==> src/rtl/fifo_pkg.sv <==
// Shared types and default sizes for the dual-clock FIFO controller and its read engine.
package fifo_pkg;

  localparam int ADDRBIT_DEF  = 5;
  localparam int DATABIT_DEF  = 8;
  localparam int BURSTLEN_DEF = 4;

  typedef enum logic [1:0] {
    IDLE  = 2'd0,
    WAIT  = 2'd1,
    BURST = 2'd2,
    FLUSH = 2'd3
  } rd_state_t;

endpackage

==> src/rtl/fifo_skid2.sv <==
// Two-entry valid/ready skid buffer; the writer must only push when a slot is free
// after this cycle's pop, so there is no in_ready.
module fifo_skid2 import fifo_pkg::*; #(
  parameter int DATABIT = DATABIT_DEF
) (
  input  logic               clkr,
  input  logic               rst,
  input  logic               in_valid,
  input  logic [DATABIT-1:0] in_data,
  input  logic               out_ready,
  output logic               out_valid,
  output logic [DATABIT-1:0] out_data,
  output logic [1:0]         occupancy
);

  logic [DATABIT-1:0] head;
  logic [DATABIT-1:0] tail;
  logic [1:0]         count;
  logic               pop;

  assign pop       = (count != 2'd0) && out_ready;
  assign out_valid = (count != 2'd0);
  assign out_data  = head;
  assign occupancy = count;

  // NOTE: the data registers are reset too, so out_data reads 0 after reset.
  always_ff @(posedge clkr or posedge rst) begin
    if (rst) begin
      head  <= '0;
      tail  <= '0;
      count <= 2'd0;
    end else begin
      case ({in_valid, pop})
        2'b10: begin
          if (count == 2'd0) head <= in_data;
          else               tail <= in_data;
          count <= count + 2'd1;
        end
        2'b01: begin
          head  <= tail;
          count <= count - 2'd1;
        end
        2'b11: begin
          // Simultaneous push and pop: occupancy is unchanged, entries shift.
          if (count == 2'd1) begin
            head <= in_data;
          end else begin
            head <= tail;
            tail <= in_data;
          end
        end
        default: ;
      endcase
    end
  end

endmodule

==> src/rtl/fifo_burst_reader.sv <==
// Read-side burst engine of the dual-clock FIFO (clkr domain): pops words, buffers them
// in a skid and streams them out as bursts. Define FIFO_READER_TIMEOUT_EN for partial-burst flush.
module fifo_burst_reader import fifo_pkg::*; #(
  parameter int ADDRBIT  = ADDRBIT_DEF,
  parameter int DATABIT  = DATABIT_DEF,
  parameter int BURSTLEN = BURSTLEN_DEF,
  parameter int TIMEOUT  = 16
) (
  input  logic               clkr,
  input  logic               rst,
  input  logic               notempty,
  input  logic [ADDRBIT:0]   fifolen,
  output logic               fiford,
  input  logic [DATABIT-1:0] rddata,
  output logic [DATABIT-1:0] out_data,
  output logic               out_valid,
  input  logic               out_ready,
  output logic               out_last,
  output logic               busy
);

  localparam int CW = ADDRBIT + 1;
  localparam logic [CW-1:0] BURST_W = CW'(BURSTLEN);

  if (BURSTLEN < 1 || BURSTLEN > (1 << ADDRBIT) || TIMEOUT < 1 || TIMEOUT > 256) begin : g_bad_param
    $error("fifo_burst_reader: BURSTLEN or TIMEOUT out of range");
  end

  rd_state_t       state;
  logic [CW-1:0]   issued;
  logic [CW-1:0]   returned;
  logic [CW-1:0]   target;
  logic            inflight;
  logic            xfer;
  logic            reading;
  logic            on_last;
  logic            last_xfer;
  logic [1:0]      occ;
  logic [2:0]      fill;

`ifdef FIFO_READER_TIMEOUT_EN
  localparam logic [7:0] TIMER_LAST = 8'(TIMEOUT - 1);
  logic [7:0] timer;
`endif

  fifo_skid2 #(.DATABIT(DATABIT)) u_skid (
    .clkr      (clkr),
    .rst       (rst),
    .in_valid  (inflight),
    .in_data   (rddata),
    .out_ready (out_ready),
    .out_valid (out_valid),
    .out_data  (out_data),
    .occupancy (occ)
  );

  assign xfer      = out_valid & out_ready;
  assign reading   = (state == BURST) || (state == FLUSH);
  assign on_last   = (returned + CW'(1)) == target;
  assign last_xfer = xfer && on_last;
  assign out_last  = out_valid && reading && on_last;

  // A word leaving the skid this cycle frees its slot for the word popped now,
  // which keeps one pop per cycle while the stream is accepting.
  // NOTE: every always_comb output is assigned on every path, so no latch is inferred.
  always_comb begin
    fill   = 3'(occ) + 3'(inflight) - 3'(xfer);
    fiford = reading && (issued < target) && notempty && (fill < 3'd2);
  end

  // NOTE: sequential state uses non-blocking assignments only.
  always_ff @(posedge clkr or posedge rst) begin
    if (rst) begin
      state    <= IDLE;
      issued   <= '0;
      returned <= '0;
      target   <= '0;
      inflight <= 1'b0;
      busy     <= 1'b0;
`ifdef FIFO_READER_TIMEOUT_EN
      timer    <= 8'd0;
`endif
    end else begin
      inflight <= fiford;
      if (fiford) issued   <= issued + CW'(1);
      if (xfer)   returned <= returned + CW'(1);

      case (state)
        IDLE: begin
          busy <= notempty;
          if (notempty) begin
            state <= WAIT;
`ifdef FIFO_READER_TIMEOUT_EN
            timer <= 8'd0;
`endif
          end
        end

        WAIT: begin
          busy <= 1'b1;
          if (fifolen >= BURST_W) begin
            state  <= BURST;
            target <= BURST_W;
`ifdef FIFO_READER_TIMEOUT_EN
          end else if (timer == TIMER_LAST) begin
            state  <= FLUSH;
            target <= fifolen;
          end else if (timer != 8'hFF) begin
            timer <= timer + 8'd1;
`endif
          end
        end

        BURST, FLUSH: begin
          busy <= !last_xfer;
          if (last_xfer) begin
            state    <= IDLE;
            issued   <= '0;
            returned <= '0;
          end
        end

        default: begin
          state <= IDLE;
          busy  <= 1'b0;
        end
      endcase
    end
  end

endmodule

==> config.mk <==
export PLATFORM = sky130hd
export DESIGN_NAME = fifo_burst_reader
export DESIGN_NICKNAME = d
export VERILOG_FILES = /design/src/rtl/fifo_pkg.sv /design/src/rtl/fifo_skid2.sv /design/src/rtl/fifo_burst_reader.sv
export SDC_FILE = /design/constraint.sdc
export NUM_CORES = 1
export LEC_CHECK = 0
export BUFFER_PORTS_ARGS = -buffer_cell sky130_fd_sc_hd__buf_4
export CELL_PAD_IN_SITES_DETAIL_PLACEMENT = 1
export CELL_PAD_IN_SITES_GLOBAL_PLACEMENT = 1
export CORE_UTILIZATION = 47
export CTS_CLUSTER_DIAMETER = 120
export DETAILED_ROUTE_END_ITERATION = 16
export GPL_ROUTABILITY_DRIVEN = 0
export PLACE_DENSITY_LB_ADDON = 0.1
export SYNTH_ARGS = -nofsm -noshare
export SYNTH_HDL_FRONTEND = slang
export SYNTH_HIERARCHICAL = 1
export SYNTH_SLANG_ARGS = --single-unit
==> constraint.sdc <==
create_clock -name clkr -period 6.3 [get_ports clkr]
set_input_delay 0.315 -clock clkr [delete_from_list [all_inputs] [get_ports clkr]]
set_output_delay 0.315 -clock clkr [all_outputs]
set_load 0.01 [all_outputs]
* Yosys cells after proc, flatten, opt, wreduce, memory -nomap -nowiden
Index checks and enable logic that the tools add are counted.
W data, S select, Z words.
** Storage, ports and cells
- Logic and storage cells :: 71
- Flip-flop bits (word level) :: 35
** Cells by class
- Magnitude comparators :: 3
- Bitwise logic cells :: 1
- Add/sub/neg operators :: 6
- Mux-type cells :: 18
- Eq/ne operators :: 14
- Reductions and logical operators :: 20
** Operator list (count)
- $mux W6 :: 6
- $mux W8 :: 4
- $pmux W8 S3 :: 1
- $pmux W8 S2 :: 1
- $add A6 B1 Y6 const B :: 2
- $ne A2 B2 Y1 const B :: 5
- $eq A2 B2 Y1 const B :: 4
- $logic_and A1 B1 Y1 :: 7
- $eq A2 B1 Y1 const B :: 3
- $eq A6 B3 Y1 :: 1
- $ge A6 B3 Y1 const B :: 1
- $lt A6 B3 Y1 :: 1
- $mux W2 :: 3
- $pmux W2 S3 :: 1
- $reduce_and A3 Y1 :: 2
- $reduce_bool A2 Y1 :: 3
- $logic_not A2 Y1 :: 2
- $pmux W2 S2 :: 1
- $reduce_and A2 Y1 :: 2
- $add A2 B1 Y3 :: 1
- $lt A3 B2 Y1 const B :: 1
- $pmux W1 S3 :: 1
- $reduce_bool A3 Y1 :: 1
- $sub A3 B1 Y3 :: 1
- 7 further kinds :: 7

* Logic depth before layout (Yosys ltp)
Gate-level depths: netlist of run 1.
- Depth after elaboration :: 8
- Depth in mapped cells :: 12
- Gate-level depth less buffers :: 12

* Cells and area by module
Netlist of run 1, hierarchy kept.
** By module, submodules not included
- fifo_skid2 :: cells an instance 86, instances 1, area an instance 914.6 um2
- fifo_burst_reader :: cells an instance 82, instances 1, area an instance 912.1 um2

* Worst setup path after synthesis of run 1
OpenSTA, ideal clock, no wires.
- Kind :: flip-flop to output port
- Start point :: register u_skid.count[1], in the netlist u_skid/occupancy[1]
- End point :: output fiford
- Arrival :: 2.537 ns
- Path slack :: 3.448 ns
- Cell stages (with the launch flop) :: 11
- Buffers on the path :: 0
- Data required time :: 5.985 ns
- Cell sequence :: dfrtp_1 -> inv_1 -> ha_1 -> inv_1 -> nand2_1 -> inv_1 -> ha_1 -> nand2b_1 -> fa_1 -> nand4b_1 -> nor3_1
** Between the ends
- Word-level cells in the longest chain between the ends :: 5
** RTL lines
- from (decl) :: RTL line fifo_skid2.sv:18 : logic [1:0] count;
- from (signal assigned) :: RTL line fifo_skid2.sv:37 : count <= count + 2'd1;
- from (signal assigned) :: RTL line fifo_skid2.sv:41 : count <= count - 2'd1;
- $reduce_bool A2 Y1 :: RTL line fifo_skid2.sv:22 : assign out_valid = (count != 2'd0);
- named net out_valid :: RTL line fifo_burst_reader.sv:16 : output logic out_valid,
- $and A1 B1 Y1 :: RTL line fifo_burst_reader.sv:57 : assign xfer = out_valid & out_ready;
- $sub A3 B1 Y3 :: RTL line fifo_burst_reader.sv:67 : fill = 3'(occ) + 3'(inflight) - 3'(xfer);
- $lt A3 B2 Y1 :: RTL line fifo_burst_reader.sv:68 : fiford = reading && (issued < target) && notempty && (fill < 3'd2);
- $logic_and A1 B1 Y1 :: RTL line fifo_burst_reader.sv:68
- to (decl) :: RTL line fifo_burst_reader.sv:13 : output logic fiford,
The timed path passes the listed nets, and every way through them passes these cells.

* Worst setup path after layout of run 1
- Start point :: register u_skid.count[1], in the netlist u_skid/occupancy[1]
- End point :: output fiford
** Between the ends
- Word-level cells in the longest chain between the ends :: 5
** RTL lines (RTL line)
- parallel branches: the longest is 2 deep, another holds $add A2 B1 Y3
- $sub A3 B1 Y3 * :: fifo_burst_reader.sv:67
- $lt A3 B2 Y1 * :: fifo_burst_reader.sv:68
- $logic_and A1 B1 Y1 * :: fifo_burst_reader.sv:68
Mark *: on every way between the ends.

==> reports/qor.txt, run 1 <==
status - finished, final reports clean
via count of the first global-routing pass - 1,379
Max VDD drop - 188.0 uV
via count - 1,315
Synth Instances - 168
initial core utilization - 0.4953
Congestion Overflow GR - 0
asr flop ratio synth - 1.000
Seq cells post-synth - 35
initial antenna violation count - 0
Compound-Gate Fraction of Synth Area - 0.1527
final hold vios - 0
Slew HR - 0.5454
Die Height - 64.35 um
CTS Hold Buffers Added - 0
slowest cell delay on critical path - 0.49 ns
Pre-antenna DRT Iters - 4
XOR/XNOR Fraction of Synth Area - 0.04589
post-synthesis mux area share - 0.06096
share of layout cells above drive strength 1 - 0.2424
Worst setup EP type - output port
MaxCap Viol Count - 0
GRT Util Overall - 0.2094
clk sinks - 35
Critical Path, Cell by Cell - inv_1 -> ha_1 -> inv_1 -> nand2_1 -> inv_1 -> ha_1 -> nand2b_1 -> fa_1 -> nand4b_1 -> nor3_1 -> buf_4
final wirelength - 3.745 mm
most frequent CP cell - inv_1
Via density - 5.346
sequential share of the synthesized area - 0.4795
post-cts resize count - 0
Slew @ Worst Pin - 0.6811 ns
simple-gate share of the synthesized area - 0.1418
DP HPWL - 2.876 mm
Adder-Cell Fraction of Synth Area - 0.07945
clk_lat worst skew - 0.29 ns
Clock Tree Buf Depth - 2
final setup vio count - 0
synthesized area - 1827 um2
drt drc - 0
R2R Path Start - u_skid/occupancy[1]$_DFFE_PP0P_
fin. max-slew vios - 0
Ant. Diodes - 0
crit path max fanout - 6
startpoint class of the critical path - flop
first-pass GRT wire length - 6.499 mm
Final period util - 0.5502
Worst EP required - 5.98 ns
Hold Crit Class - input pin to async pin
Routed Antenna Nets - 0
synthesis-to-layout area growth - 16.92%
syn_area_per_cell - 10.87 um2
Critical Path Start - u_skid/occupancy[1]$_DFFE_PP0P_
CTS buffer count - 5
drt wl/cell - 15.22 um
H-tree Lvls - 2
top achievable clock speed - 288.5 MHz
Worst-path clk slew - 0.07 ns
Static Leak - 0.9675 nW
IO buf count - 27
post-synthesis cell type count - 39
Crit Path Category - flop to output port
root buf cell - clkbuf_8
Hold WS - 0.1201 ns
top_reg_cell synth - dfrtp_1
CP arrival - 3.15 ns
clock skew - 0.005928 ns
Nets - 226
Top delay family on crit path - adder cells
Core ar. - 3689 um2
syn_nets - 197
largest family of logic cells by synthesized area - compound AO/OA/AOI/OAI gates
CTS tree - yes
I/O pins - 30
Crit-path slowest cell - fa_1
TNS Setup - 0 ns
total power divided by cell area - 447.3 nW/um2
Post-CTS Setup Repair Bufs - 0
Die ar. - 4140 um2
FILL cells - 422
First DRT Iteration DRCs - 45
Rows - 22
Final min period - 3.466 ns
Ys Warns - 6
CP Buf/Inv Count - 4
RSZ-0062 raised after global routing - no
EDFF count, synth - 0
pin count of the biggest net entering global routing - 19
die width - 64.35 um
per-stage QoR:
step                cell area [um2]  instances  utilization  power (W)  setup WS (ns)
detailed placement             2054        238       0.5570  0.0008061          3.098
floorplan                      1827        168            -  0.0006759          3.448
finish                         2136        246       0.5790  0.0009554          2.834
global placement               2054        238       0.5570  0.0007799          3.195
global route                   2136        246       0.5790   0.001034          2.593
CTS                            2136        246       0.5790  0.0009705          2.745
path summary, 6_finish.rpt:
check | endpoint | slack [ns] | cells after the start
max | fiford | 2.83 | 11
min | returned[0]$_DFF_PP0_ | 0.12 | 2
max reg2reg | issued[1]$_DFF_PP0_ | 3.23 | 12
min reg2reg | u_skid/tail[2]$_DFFE_PP0P_ | 0.50 | 1
max in group asynchronous | u_skid/occupancy[0]$_DFFE_PP0P_ | 5.73 | 2
min in group clkr | u_skid/tail[1]$_DFFE_PP0P_ | 0.27 | 2
cell usage after synthesis (3+ instances only):
cell type / number / area share
ha_1: 10 / 0.068
nand2b_1: 3 / 0.010
a21boi_1: 3 / 0.012
o21ai_1: 3 / 0.0082
nor2_1: 12 / 0.025
xor2_1: 4 / 0.019
mux2_2: 9 / 0.055
a31oi_1: 8 / 0.027
xnor2_1: 3 / 0.014
a21oi_1: 7 / 0.019
nand4_1: 3 / 0.010
nand2_1: 7 / 0.014
dfrtp_1: 35 / 0.48
nor3_1: 4 / 0.011
inv_1: 10 / 0.021
o21ai_0: 18 / 0.049
nor2b_1: 3 / 0.010
cells by family after synthesis:
family,count (synthesis)
fa+ha+maj,11
flops,35
xor+xnor,8
buf+inv,15
mux,10
simple gates,43
compound gates,46
area by class of cell:
class	instances	area, um2	area share
Multi-Input combinational cell	118	878.3	0.4112
Sequential cell	35	875.8	0.4101
Timing Repair Buffer	27	202.7	0.09490
Clock buffer	7	76.32	0.03574
Tap cell	48	60.06	0.02812
Inverter	10	37.54	0.01757
Clock inverter	1	5.005	0.002343
placed cells by master, fill, tap and decap left out, types with 3 or more instances in the layout:
master    count
dfrtp_1      35
buf_4        27
o21ai_0      18
nor2_1       12
inv_1        10
ha_1         10
mux2_2        9
a31oi_1       8
nand2_1       7
a21oi_1       7
clkbuf_8      5
xor2_1        4
nor3_1        4
nand2b_1      3
nand4_1       3
a21boi_1      3
xnor2_1       3
o21ai_1       3
nor2b_1       3
metal layers:
metal  routed length [um]  part of all wire  track usage
met1                 1541              0.41       0.2287
met2                 2003              0.53       0.3882
met3                  147             0.039      0.05000
met4                   53             0.014      0.07500
met5                    0                 0            0
power by group:
part	switching, W	internal (W)	leakage [nW]
Clock	0.0000792	0.0000776	0.0422
Sequential	0.0000735	0.000315	0.422
Combinational	0.000208	0.000201	0.504
Total	0.000361	0.000594	0.968
registers in the layout, summed over array words and instances, names as in the netlist:
register and flops:
u_skid/out_data 8, u_skid/tail 8, issued 6, returned 6, state 2, u_skid/occupancy 2
busy 1, inflight 1, target 1
No activity file was read; power rests on OpenSTA's default activity.
==> run 2: changes to the inputs <==
--- a/config.mk
+++ b/config.mk
@@ -5,10 +5,11 @@
 export SDC_FILE = /design/constraint.sdc
 export NUM_CORES = 1
 export LEC_CHECK = 0
+export ABC_AREA = 1
 export BUFFER_PORTS_ARGS = -buffer_cell sky130_fd_sc_hd__buf_4
 export CELL_PAD_IN_SITES_DETAIL_PLACEMENT = 1
 export CELL_PAD_IN_SITES_GLOBAL_PLACEMENT = 1
-export CORE_UTILIZATION = 47
+export CORE_UTILIZATION = 42
 export CTS_CLUSTER_DIAMETER = 120
 export DETAILED_ROUTE_END_ITERATION = 16
 export GPL_ROUTABILITY_DRIVEN = 0
==> constraint.sdc (replaced) <==
create_clock -name clkr -period 3.2 [get_ports clkr]
set_input_delay 0.16 -clock clkr [delete_from_list [all_inputs] [get_ports clkr]]
set_output_delay 0.16 -clock clkr [all_outputs]
set_load 0.01 [all_outputs]
==> run 2 against run 1 <==
Against the previous run: the flow now finishes with violations (hold timing); die area up 23%; cell count up 36%; area after synthesis up 10%; total power up 130%; routed wire length up 16%; count of clock-buffer cells in the layout unchanged; clock power up 100%; cell area up 11%.
==> reports/qor.txt, run 2 <==
top_reg_cell synth - dfrtp_1
R2R Path Start - u_skid/occupancy[1]$_DFFE_PP0P_
Critical Path Start - u_skid/occupancy[1]$_DFFE_PP0P_
Worst setup EP type - output port
Post-CTS Setup Repair Bufs - 0
Hold WS - -0.02201 ns
crit path max fanout - 6
sequential share of the synthesized area - 0.4340
Die ar. - 5087 um2
Final min period - 2.927 ns
Ant. Diodes - 0
synthesis-to-layout area growth - 17.11%
DP HPWL - 3.276 mm
Seq cells post-synth - 35
synthesized area - 2018 um2
failing checks - hold timing
most frequent cells in the layout - nand2_1, dfrtp_1, inv_1
Slew @ Worst Pin - 0.7415 ns
Routed Antenna Nets - 0
pin count of the biggest net entering global routing - 19
TNS Setup - 0 ns
final core utilization - 0.5282
Clock Tree Buf Depth - 2
Ys Warns - 6
die width - 71.32 um
FILL cells - 576
syn_nets - 276
Rows - 24
share of layout cells above drive strength 1 - 0.2589
Die Height - 71.32 um
MaxCap Viol Count - 0
CTS Hold Buffers Added - 0
clk_lat worst skew - 0.29 ns
fin. max-slew vios - 0
Slew HR - 0.5051
RSZ-0062 raised after global routing - no
Worst-path clk slew - 0.07 ns
initial antenna violation count - 0
Max VDD drop - 384.7 uV
CTS buffer count - 5
root buf cell - clkbuf_8
synth top area cells - dfrtp_1, nand2_1, ha_1, inv_1, nand3_1
post-cts resize count - 0
clk sinks - 35
clock skew - 0.003107 ns
initial core utilization - 0.4511
IO buf count - 27
post-synthesis cell type count - 26
first-pass GRT wire length - 7.369 mm
asr flop ratio synth - 1.000
cell taking the most area after synthesis - dfrtp_1
I/O pins - 30
Core ar. - 4474 um2
CTS tree - yes
Hold Crit Class - input pin to async pin
drt wl/cell - 12.98 um
Yosys top cell area share - 0.4340
Synth Instances - 247
syn_area_per_cell - 8.171 um2
R2R setup slack - 0.56 ns
drt drc - 0
via count of the first global-routing pass - 1,618
most common cell in the synthesized netlist - nand2_1
GRT Util Overall - 0.1899
Nets - 310
most frequent cells after synthesis - nand2_1, dfrtp_1, inv_1
Pre-antenna DRT Iters - 4
Final period util - 0.9147
Static Leak - 1.303 nW
startpoint class of the critical path - flop
status - finished with violations
Worst EP required - 3.04 ns
Congestion Overflow GR - 0
total power divided by cell area - 915.5 nW/um2
final setup vio count - 0
via count - 1,623
Crit Path Category - flop to output port
CP arrival - 2.77 ns
EDFF count, synth - 0
final hold vios - 17
top achievable clock speed - 341.6 MHz
final wirelength - 4.335 mm
H-tree Lvls - 2
First DRT Iteration DRCs - 34
leading cell type in the layout, fill and taps excluded - nand2_1
Via density - 4.859
run 2: per-stage QoR:
stage	setup slack (ns)	total power [W]	area (um2)	std cells	hold slack [ns]
2_1_floorplan	0.5133	0.001561	2018	247	0.08607
3_3_place_gp	0.4900	0.001829	2282	326	0.3144
3_5_place_dp	0.4485	0.001876	2282	326	0.3247
4_1_cts	0.1319	0.002202	2364	334	0.01005
5_1_grt	0.03786	0.002366	2364	334	0.03204
6_report	0.2730	0.002164	2364	334	-0.02201
run 2: power by group:
group / internal (W) / switching (W) / total [W] / leakage (nW)
sequential: 0.000624 / 0.000154 / 0.000779 / 0.428
clock: 0.000153 / 0.000161 / 0.000314 / 0.0422
combinational: 0.000433 / 0.000639 / 0.00107 / 0.832
run 2: path summary, 6_finish.rpt:
path,endpoint,cells past startpoint
worst max-delay path,fiford,14
worst min-delay path,issued[0]$_DFF_PP0_,2
worst max register to register,issued[0]$_DFF_PP0_,16
worst min register to register,u_skid/tail[6]$_DFFE_PP0P_,2
max in group asynchronous,u_skid/out_data[6]$_DFFE_PP0P_,2
min in group clkr,busy$_DFF_PP0_,3
run 2: layer usage:
| metal | part of all wire | track usage | vias to the layer above |
|---|---|---|---|
| met5 | 0 | 0 | - |
| met4 | 0.016 | 0.07778 | 0 |
| met3 | 0.030 | 0.04219 | 5 |
| met2 | 0.49 | 0.3153 | 19 |
| met1 | 0.46 | 0.2405 | 769 |
| li1 | - | - | 830 |
run 2: cells by family after synthesis:
group | after synthesis | synth area share
XOR/XNOR | 2 | 0.008681
flip-flops | 35 | 0.4340
buffers and inverters | 40 | 0.07812
AND/OR/NAND/NOR | 146 | 0.3515
adder cells (fa/ha/maj) | 11 | 0.07192
AO/OA/AOI/OAI | 13 | 0.05580
run 2: final cells by class:
type / count / area (um2) / share of cell area
sequential: 35 / 875.8 / 0.3706
multi-input combinational: 172 / 984.7 / 0.4166
inverter: 39 / 146.4 / 0.06194
clock buffer: 7 / 76.32 / 0.03229
clock inverter: 1 / 5.005 / 0.002118
tap: 52 / 65.06 / 0.02753
timing repair buffer: 28 / 210.2 / 0.08894
run 2: critical path, cell delays in order (launching register included):
cell and delay, ns:
dfrtp_1 0.43, inv_1 0.08, ha_1 0.20, inv_2 0.12
nand2_1 0.09, inv_2 0.11, ha_1 0.24, inv_1 0.05
nand2_1 0.05, fa_1 0.48, nand2_1 0.05, nor3_1 0.19
nand3_2 0.14, inv_2 0.10, buf_4 0.12
